**src/rtl/tlc_request_conditioner.sv**
```systemverilog
// Synchronises/debounces the pedestrian button and loop sensor into a latched ped_request and a qualified traffic_request.
// Define TLC_WAIT_BLINK_EN to blink ped_wait_lamp while a request is pending.
module tlc_request_conditioner #(
  parameter int SYNC_STAGES      = 2,
  parameter int DEBOUNCE_CYCLES  = 50000,
  parameter int OCCUPANCY_CYCLES = 2000,
  parameter int BLINK_CYCLES     = 25000
) (
  input  logic clk,
  input  logic reset,
  input  logic ped_button_raw,
  input  logic sensor_raw,
  input  logic ped_served,
  output logic ped_request,
  output logic traffic_request,
  output logic ped_wait_lamp
);

  localparam logic [15:0] DEB_LIM = 16'(DEBOUNCE_CYCLES);
  localparam logic [15:0] OCC_LIM = 16'(OCCUPANCY_CYCLES);

  typedef enum logic [1:0] {ST_IDLE, ST_PENDING, ST_SERVING} ped_state_t;

  logic [SYNC_STAGES-1:0] btn_sync_q, btn_sync_d;
  logic [SYNC_STAGES-1:0] sen_sync_q, sen_sync_d;
  logic                   btn_deb_q, btn_deb_d;
  logic                   sen_deb_q, sen_deb_d;
  logic [15:0]            btn_cnt_q, btn_cnt_d;
  logic [15:0]            sen_cnt_q, sen_cnt_d;
  logic                   btn_prev_q, btn_prev_d;
  logic [15:0]            occ_q, occ_d;
  ped_state_t             state_q, state_d;
  logic                   ped_request_q, ped_request_d;
  logic                   traffic_request_q, traffic_request_d;
  logic                   ped_wait_lamp_q, ped_wait_lamp_d;
  logic                   btn_rise;

  always_comb begin
    btn_sync_d = {btn_sync_q[SYNC_STAGES-2:0], ped_button_raw};
    sen_sync_d = {sen_sync_q[SYNC_STAGES-2:0], sensor_raw};
  end

  // Any agreeing sample clears the counter, so a bounce restarts qualification.
  always_comb begin
    btn_deb_d = btn_deb_q;
    btn_cnt_d = '0;
    if (btn_sync_q[SYNC_STAGES-1] != btn_deb_q) begin
      if (btn_cnt_q + 16'd1 == DEB_LIM) btn_deb_d = ~btn_deb_q;
      else                              btn_cnt_d = btn_cnt_q + 16'd1;
    end
    sen_deb_d = sen_deb_q;
    sen_cnt_d = '0;
    if (sen_sync_q[SYNC_STAGES-1] != sen_deb_q) begin
      if (sen_cnt_q + 16'd1 == DEB_LIM) sen_deb_d = ~sen_deb_q;
      else                              sen_cnt_d = sen_cnt_q + 16'd1;
    end
  end

  always_comb begin
    btn_prev_d        = btn_deb_q;
    btn_rise          = btn_deb_q & ~btn_prev_q;
    occ_d             = '0;
    if (sen_deb_q) occ_d = (occ_q == OCC_LIM) ? occ_q : occ_q + 16'd1;
    traffic_request_d = (occ_q == OCC_LIM);
  end

  always_comb begin
    state_d = state_q;
    case (state_q)
      ST_IDLE:    if (btn_rise)    state_d = ST_PENDING;
      ST_PENDING: if (ped_served)  state_d = ST_SERVING;
      ST_SERVING: if (!ped_served) state_d = ST_IDLE;
      default:                     state_d = ST_IDLE;
    endcase
    ped_request_d = (state_q == ST_PENDING);
  end

`ifdef TLC_WAIT_BLINK_EN
  localparam logic [15:0] BLINK_LIM = 16'(BLINK_CYCLES);
  logic [15:0] blink_cnt_q, blink_cnt_d;
  logic        blink_ph_q, blink_ph_d;

  // Phase starts at 0 (lamp on) on every entry to PENDING.
  always_comb begin
    blink_cnt_d = '0;
    blink_ph_d  = 1'b0;
    if (state_q == ST_PENDING) begin
      if (blink_cnt_q + 16'd1 == BLINK_LIM) begin
        blink_ph_d = ~blink_ph_q;
      end else begin
        blink_cnt_d = blink_cnt_q + 16'd1;
        blink_ph_d  = blink_ph_q;
      end
    end
    ped_wait_lamp_d = (state_q == ST_PENDING) & ~blink_ph_q;
  end

  always_ff @(posedge clk or posedge reset) begin
    if (reset) begin
      blink_cnt_q <= '0;
      blink_ph_q  <= 1'b0;
    end else begin
      blink_cnt_q <= blink_cnt_d;
      blink_ph_q  <= blink_ph_d;
    end
  end
`else
  logic unused_blink_cycles;
  assign unused_blink_cycles = ^BLINK_CYCLES;

  always_comb ped_wait_lamp_d = (state_q == ST_PENDING);
`endif

  always_ff @(posedge clk or posedge reset) begin
    if (reset) begin
      btn_sync_q        <= '0;
      sen_sync_q        <= '0;
      btn_deb_q         <= 1'b0;
      sen_deb_q         <= 1'b0;
      btn_cnt_q         <= '0;
      sen_cnt_q         <= '0;
      btn_prev_q        <= 1'b0;
      occ_q             <= '0;
      state_q           <= ST_IDLE;
      ped_request_q     <= 1'b0;
      traffic_request_q <= 1'b0;
      ped_wait_lamp_q   <= 1'b0;
    end else begin
      btn_sync_q        <= btn_sync_d;
      sen_sync_q        <= sen_sync_d;
      btn_deb_q         <= btn_deb_d;
      sen_deb_q         <= sen_deb_d;
      btn_cnt_q         <= btn_cnt_d;
      sen_cnt_q         <= sen_cnt_d;
      btn_prev_q        <= btn_prev_d;
      occ_q             <= occ_d;
      state_q           <= state_d;
      ped_request_q     <= ped_request_d;
      traffic_request_q <= traffic_request_d;
      ped_wait_lamp_q   <= ped_wait_lamp_d;
    end
  end

  assign ped_request     = ped_request_q;
  assign traffic_request = traffic_request_q;
  assign ped_wait_lamp   = ped_wait_lamp_q;

endmodule

```
**config.mk**
```make
export PLATFORM = sky130hd
export DESIGN_NAME = tlc_request_conditioner
export DESIGN_NICKNAME = d
export VERILOG_FILES = /design/src/rtl/tlc_request_conditioner.sv
export SDC_FILE = /design/constraint.sdc
export NUM_CORES = 1
export LEC_CHECK = 0
export ABC_AREA = 1
export BUFFER_PORTS_ARGS = -buffer_cell sky130_fd_sc_hd__buf_2
export CAP_MARGIN = 20
export CORE_MARGIN = 2
export CORE_UTILIZATION = 49
export CTS_CLUSTER_DIAMETER = 50
export DETAILED_ROUTE_END_ITERATION = 10
export PLACE_DENSITY = 0.67
export RECOVER_POWER = 100
export SYNTH_ARGS = -nofsm -noshare
export SYNTH_HDL_FRONTEND = slang
export SYNTH_SLANG_ARGS = --single-unit
```
**constraint.sdc**
```tcl
create_clock -name clk -period 1.95 [get_ports clk]
set_input_delay 0.39 -clock clk [delete_from_list [all_inputs] [get_ports clk]]
set_output_delay 0.39 -clock clk [all_outputs]
set_load 0.02 [all_outputs]
```
==> impl.org, run 1 <==
** Routing
- Using the TritonRoute via totals, the vias-per-cell ratio works out to slightly above 5.
- The first detailed-routing pass ran for 4 iterations.
- # DRC :: 0
- After detailed routing, the met3 layer carries about 190 µm of wire.
- Count of antenna-violating nets left after detailed routing :: 0
- In the detailed route, the total length drawn on met2 is 3.19 mm.
- Avg WL per Cell :: roughly 12 µm
- Summed over all layers, the routed wires come to 6.58 mm.
- DR iter-0 viols :: 193
- Uppermost metal layer occupied by signal nets :: met4
- WL met1 :: 3.11 mm
- Vias :: about 2700

** Logic synthesis
- Total of flip-flops plus latches after synthesis :: between 50 and 60
- Summing the sequential cell areas from Yosys gives between 40% and 50% of the chip area.
- After synthesis, the mean cell area works out to roughly 7.5 µm².
- Synthesis produced a netlist whose cell count is around 440.
- Fraction of registers with async set/reset :: between 90% and 100%
- Post-synth EDFFs :: 0
- The most used flip-flop cell after synthesis is dfrtp_1.
- The netlist uses 32 different library cells.
- Count of warnings emitted by yosys :: 0
- The mapped netlist covers approximately 3300 µm².
- When the netlist entered floorplanning its net count stood at 445.

** Setup path
- Reg2Reg Depth :: 10
- Sum of buffers and inverters on the critical path :: 0
- Kind of capture point of the worst setup path :: register
- The slowest stage of the critical path belongs to the cell dfrtp_1.
- Broken down by cell family, the worst path's largest delay share belongs to simple AND/OR/NAND/NOR gates.
- The worst setup path is launched from a register.
- Register-to-Register Setup Slack :: 160 ps
- CP peak stage delay :: 390 ps
- STA puts the critical path data arrival time at roughly 2000 ps.
- The endpoint identified for the worst register-to-register timing path is sen_cnt_q[14]$_DFF_PP0_.
- Worst reg2reg path startpoint :: sen_cnt_q[1]$_DFF_PP0_
- Traced cell by cell, the critical path runs through ha_2, nand2_1, nor2_2, nand2_1, o21ai_2, nand2_1, nor2_2, nand3_4, nand2_1, nor2_1.
- The critical path is of the reg2reg type.
- STA puts the critical path data required time at between 2000 and 2500 ps.
- Largest fanout on the critical path :: 8
- Counting stages on the worst path, the most repeated cell is nand2_1.

** Power and ir drop
- Summed over all cells, the static leakage comes to between 1.5 and 2 nW.
- The worst-case IR drop observed on VDD is roughly 0.46 mV.
- Dividing total power by cell area gives a power density of between 700 and 800 nW/µm².

** Place
- I/O Buffers :: 7
- DP Wirelength :: 4.64 mm
- GP Congestion :: approximately 0.87

** Floorplan
- After floorplanning, the core was divided into 29 placement rows.
- The core region is around 6400 µm².
- From bottom edge to top edge, the die measures about 86 µm.
- I/O pin total :: 8
- The die covers about 7300 µm².
- Starting Density :: 51.1%
- DIE WIDTH :: ~86 µm

** Hold path
- The worst hold path begins at ped_button_raw.
- Counting instances, the worst hold path has a depth of 1.
- The worst hold path belongs to the class in2reg.
- The worst hold path terminates at btn_sync_q[0]$_DFF_PP0_.

** Global routing
- Vias in the first global route :: between 2000 and 3000
- For this run, the total global-route usage over all layers was measured as 20.3%.
- Congestion Overflow GR :: 0
- First-pass GRT wire length :: approximately 12 mm
- Entering global routing, the biggest net connects 32 pins.
- Initial antenna violation count :: 0

** Timing
- The number of slew-limit violations in the final report was 0.
- Timing would allow up to about 560 MHz.
- Maximum clock skew at final layout :: 9.87 ps
- Transition time of the tightest slew-check pin :: 853 ps
- Finish-stage setup viols :: 0
- Final-layout worst hold slack :: 162 ps
- Slew HR :: 43.0%
- Hold Vio Cnt, Final :: 0
- Counting I/O delays and the setup requirement, the final critical path takes about 1800 ps.
- After layout, the worst path uses 91.7% of the clock period.

** Clock tree
- Count of hold-fix buffers inserted at cts :: 0
- H-tree levels :: 3
- The clock passes through at most 2 buffers.
- The clock reaches the later pin of the worst-skew pair after about 340 ps.
- Clock-pin slew on the worst setup and hold paths :: 70 ps
- TritonCTS built the clock tree.
- Number of buffers inserted during clock tree synthesis :: 9
- The tree is rooted in a clkbuf_8.
- Counting every sink on the clock net gives 59.

** Finish
- N_diodes :: 0
- Area growth from synthesis to layout :: 13.3%
- Number of filler instances in the final layout :: between 500 and 600
- Share of layout cells above drive strength 1 :: 16.0%
- Register cell area after layout :: between 1000 and 1500 µm²
- The multi-input combinational cells in the finished layout cover a total of around 1600 µm².
- After the last flow step, the layout net total stands at approximately 470.
- Cells fill approximately 58% of the core in the end.

** Status
- Run status :: completed

** Run
- Number of max-capacitance violations reported :: 0
[how the worst max path moves through the flow]
stage                         endpoint  slack (ps)  depth (start not counted)                   start
4_1_cts        sen_cnt_q[14]$_DFF_PP0_          90                         10  sen_cnt_q[1]$_DFF_PP0_
3_5_place_dp   btn_cnt_q[15]$_DFF_PP0_         120                         10  btn_cnt_q[0]$_DFF_PP0_
6_report       sen_cnt_q[14]$_DFF_PP0_         160                         10  sen_cnt_q[1]$_DFF_PP0_
2_1_floorplan   btn_cnt_q[0]$_DFF_PP0_         100                          1                   reset
3_3_place_gp   btn_cnt_q[15]$_DFF_PP0_         140                         10  btn_cnt_q[0]$_DFF_PP0_
5_1_grt        sen_cnt_q[14]$_DFF_PP0_          -1                         10  sen_cnt_q[1]$_DFF_PP0_
[stage by stage]
stage	total power, mW	instances	cell area (µm²)	setup TNS, ps	setup slack, ps
after floorplan	1.32	436	3260	0	104
after global placement	1.35	521	3420	0	138
after detailed placement	1.35	521	3420	0	119
after CTS	2.62	537	3650	0	93.5
after global routing	2.69	540	3700	-0.956	-0.956
final	2.59	540	3700	0	162
[cell type report]
| type | count | share of cell area (%) |
|---|---|---|
| Clock buffer | 10 | 3.72 |
| Clock inverter | 6 | 2.40 |
| Inverter | 62 | 6.29 |
| Multi-Input combinational cell | 312 | 43.0 |
| Sequential cell | 59 | 39.9 |
| Tap cell | 77 | 2.61 |
| Timing Repair Buffer | 14 | 2.00 |
[cell families (layout without fill, tap and decap cells)]
| group | after synthesis | in the layout | synth area share [%] |
|---|---|---|---|
| compound gates | 32 | 32 | 5.33 |
| xor+xnor | 5 | 5 | 1.34 |
| flops | 59 | 59 | 45.2 |
| fa+ha+maj | 4 | 4 | 1.53 |
| buf+inv | 65 | 92 | 7.59 |
| simple gates | 271 | 271 | 39.0 |
[where the power goes]
part           total [mW]  internal, mW  switching [mW]
Combinational      0.0833        0.0271          0.0562
Clock                1.26         0.754           0.502
Sequential           1.25          1.24          0.0159
[synthesized netlist by cell type (2+ instances only)]
cell	count	area share [%]
nand3_1	29	4.4
a21oi_1	13	2.0
dfrtp_1	59	45
or2_2	3	0.57
xor2_1	3	0.81
inv_1	61	7.0
o21bai_1	2	0.46
nand2_1	107	12
nor2_1	61	7.0
nand2_2	7	1.3
nor2_2	20	3.8
nand3_2	4	1.2
nor4_1	3	0.57
nor3_1	12	1.8
clkbuf_1	2	0.23
nand4_1	14	2.7
ha_1	4	1.5
o21ai_0	13	2.0
nor2_4	5	1.7
xnor2_1	2	0.54
[routing by layer]
layer / vias up / GRT usage [%]
li1: 1421 / -
met4: 0 / 6.93
met3: 7 / 4.33
met5: - / 0
met2: 33 / 33.1
met1: 1282 / 27.1
[repair_timing]
| item | in CTS | in global routing |
|---|---|---|
| buffers inserted | 0 | 3 |
| setup endpoints to repair | 0 | 18 |
| gates resized for setup | 0 | 12 |
[placed cells by master (no fill, tap or decap), types with 2 or more instances in the layout]
cell / n
a21oi_1: 13
nor2_2: 22
o21bai_1: 2
buf_2: 4
buf_4: 4
clkbuf_1: 5
clkinvlp_4: 2
nor2_4: 6
nor3_1: 12
clkbuf_8: 10
xnor2_1: 2
nand2_2: 7
or2_2: 3
nand4_1: 14
xor2_1: 3
nand3_2: 3
bufinv_16: 2
nand3_1: 28
dfrtp_1: 59
nor2_1: 58
o21ai_2: 2
nand2_1: 107
ha_1: 2
o21ai_0: 13
nand3_4: 2
inv_1: 61
nor4_1: 3
[state kept, by name, summed over array words and instances (netlist names), 2 cells and up]
signal,count
btn_sync_q,2
occ_q,16
state_q,2
sen_cnt_q,16
sen_sync_q,2
btn_cnt_q,16
No activity file was read; power rests on OpenSTA's default activity.
==> inputs of run 2 (changes only) <==
- BUFFER_PORTS_ARGS: -buffer_cell sky130_fd_sc_hd__buf_2 -> -buffer_cell sky130_fd_sc_hd__clkbuf_2
- GPL_ROUTABILITY_DRIVEN: unset -> 0
==> run 2 against run 1 <==
  * Clock skew is 1.7 ps higher
  * Core utilization is the same
  * Combinational power is 1% lower
  * Flip-flop and latch count stayed put
  * Die area unchanged
  * Final cell count unchanged
  * Wire length is 1.8% lower
  * First-iteration DRC count shrank 21%
  * Hold slack worse by 21 ps
  * Via count up 0.11%
  * Sequential share of layout area stayed put
  * Critical path type unchanged
  * Critical endpoint is now sen_cnt_q[0]$_DFF_PP0_
  * Largest cell class unchanged
==> impl.org, run 2 (synthesized netlist as in run 1, its figures left out) <==
** Status
- The flow ran to the end, and the final reports show no timing, DRC or antenna violations.

** Setup path
- Type of the setup path with the least slack :: reg2reg
- Worst reg2reg path startpoint :: sen_cnt_q[1]$_DFF_PP0_
- Crit start category :: register
- Data on the critical path arrives at its endpoint at approximately 2000 ps.
- Largest fanout on the critical path :: 8
- Kind of capture point of the worst setup path :: register
- Req. time, crit path :: approximately 2200 ps
- The critical path starts at sen_cnt_q[1]$_DFF_PP0_.

** Place
- The count of buffers added on input and output ports is 7.
- Setup Slack @ Placement :: between 100 and 150 ps
- Once placement finished, the instance area stood at 3420 µm².
- DP Wirelength :: 4.72 mm

** Timing
- Peak clock frequency supported by timing :: 566 MHz
- The total count of hold-check failures in the final report came to 0.
- Share of the cycle needed by the critical path after routing :: between 90% and 100%
- Maximum clock skew at final layout :: 11.6 ps
- The worst path needs 1770 ps of the cycle, external delays included.
- Transition time of the tightest slew-check pin :: 766 ps
- Setup violations remaining at the end of the flow were counted as 0.
- Count of final max-slew check failures :: 0
- Setup tns final :: 0 ps
- Headroom to the max-slew limit came out at approximately half.
- The worst path meets setup with between 150 and 200 ps of slack.

** Finish
- In the final layout, the registers with the most flip-flops are btn_cnt_q: 16 flops, occ_q: 16 flops, sen_cnt_q: 16 flops.
- Share of layout cells above drive strength 1 :: around 16%
- Measured on the finished design, the core utilization comes to slightly below 60%.
- Multi-input logic area :: roughly 1600 µm²
- The number of antenna diodes in the final layout is 0.
- Number of filler instances in the final layout :: 592
- Design Area, Final :: 3700 µm²
- Register cell area after layout :: ~1500 µm²
- The area growth from synthesis to layout is 13.3%.
- After the last flow step, the layout net total stands at 467.
- The library cell used most frequently in the layout, excluding fill and tap cells, is nand2_1.
- Most used cells in the layout excluding fill and tap cells :: nand2_1, inv_1, nor2_1, dfrtp_1, nand3_1

** Power and ir drop
- Across the VDD grid, the largest voltage drop is 0.446 mV.
- Power spread over the standard cell area amounts to around 730 nW/µm².
- Total power for the finished layout comes to ~2.7 mW.
- In this run the static leakage power is between 1.5 and 2 nW.

** Global routing
- The global routing stage identified its most utilized layer as met2.
- Global routing consumed, over all layers together, 19.9% of the routing resources.
- Global routing usage on met2 :: 34.1%
- For this run, global-route usage on met3 was measured as around 3.2%.
- Initial antenna violation count :: 0
- Entering global routing, the biggest net connects 32 pins.
- The first global-routing pass estimated approximately 12 mm of wire.
- For this run, global-route usage on met1 was measured as ~25%.
- The via count of the first global-routing pass is between 2000 and 3000.
- Congestion Overflow GR :: 0

** Clock tree
- Max clock buf depth :: 2
- Clock-pin slew on the worst setup and hold paths :: ~70 ps
- TritonCTS built the clock tree.
- The H-tree was split into 3 levels.
- Clk sink count :: 59
- Number of buffers inserted during clock tree synthesis :: 9
- The clock reaches the later pin of the worst-skew pair after about 340 ps.
- Clk root buf :: clkbuf_8

** Floorplan
- DIE WIDTH :: ~86 µm
- The die covers about 7300 µm².
- In this run the core area contains 29 standard-cell rows.
- Once the floorplan was initialized, standard cells occupied about half of the core.
- After floorplanning, the core was sized to cover 6390 µm².
- 8 I/O pins were placed.
- Height of the chip :: about 86 µm

** Run
- The tool flagged a number of max-cap violations equal to 0.

** Routing
- After detailed routing, the number of remaining DRC violations is 0.
- Avg WL per Cell :: about 12 µm
- After detailed routing, the number of vias per cell comes to 5.09.
- Summing over every cut layer, the via total after detailed routing is 2746.
- The detail route stage leaves a number of antenna-violating nets equal to 0.
- Length of the first detailed-routing pass in iterations :: 5
- Routed WL :: 6.46 mm
- For this block, the initial DRC count from the detailed router was approximately 150.

** Hold path
- The path class of the tightest hold or removal check is in2async.
run 2: cell count changes in the layout (fill, tap and decap cells not counted), moves of 2 or more:
cell,before,now
nand3_4,2,0
clkbuf_1,5,2
clkinvlp_4,2,0
buf_2,4,0
nand3_2,3,5
clkbuf_2,1,8
nor2_2,22,20
run 2: final cells by class:
class | instances | area share [%]
clock inverter | 5 | 2.71
timing repair buffer | 14 | 2.20
tap | 77 | 2.61
clock buffer | 11 | 3.82
multi-input combinational | 312 | 42.4
sequential | 59 | 39.9
inverter | 62 | 6.29
run 2: final timing paths:
| check | to | slack (ps) | cells after the start |
|---|---|---|---|
| worst min-delay path | btn_cnt_q[15]$_DFF_PP0_ | 140 | 2 |
| worst min register to register | sen_sync_q[1]$_DFF_PP0_ | 350 | 0 |
| worst max-delay path | sen_cnt_q[0]$_DFF_PP0_ | 180 | 10 |
| worst max register to register | sen_cnt_q[0]$_DFF_PP0_ | 180 | 10 |
| min in group clk | btn_sync_q[0]$_DFF_PP0_ | 160 | 1 |
| max in group asynchronous | occ_q[4]$_DFFE_PP0P_ | 600 | 3 |
run 2: metrics by stage:
step	std cells	hold WS, ps
after floorplan	436	331
after global placement	521	339
after detailed placement	521	340
after CTS	537	38.7
after global routing	540	151
final	540	140
run 2: critical path, stage by stage, from the launching register on:
cell and delay [ps]:
dfrtp_1 380, ha_2 230, nand2_1 90, nor2_2 180, nand2_1 100, o21ai_2 170
nand2_1 80, nor2_2 90, nand3_2 190, nand2_1 110, nor2_1 40
run 2: power by group:
part,internal [mW],leakage [nW],switching [mW],total (mW)
sequential,1.24,0.810,0.0119,1.25
combinational,0.0261,0.733,0.0561,0.0822
clock,0.880,0.123,0.482,1.36
total,2.14,1.67,0.550,2.69
run 2: what timing repair did:
| item | CTS | global route |
|---|---|---|
| endpoints found under the setup margin | 0 | 17 |
| setup buffers | 0 | 3 |
| gates resized for setup | 0 | 9 |
| hold buffers | 0 | 0 |
run 2: per-layer routing:
metal	up-vias	wire, µm	share of wire (%)
met5	-	0	0
met4	0	85	1.3
met3	12	183	2.8
met2	34	3160	49
met1	1276	3030	47
li1	1424	-	-
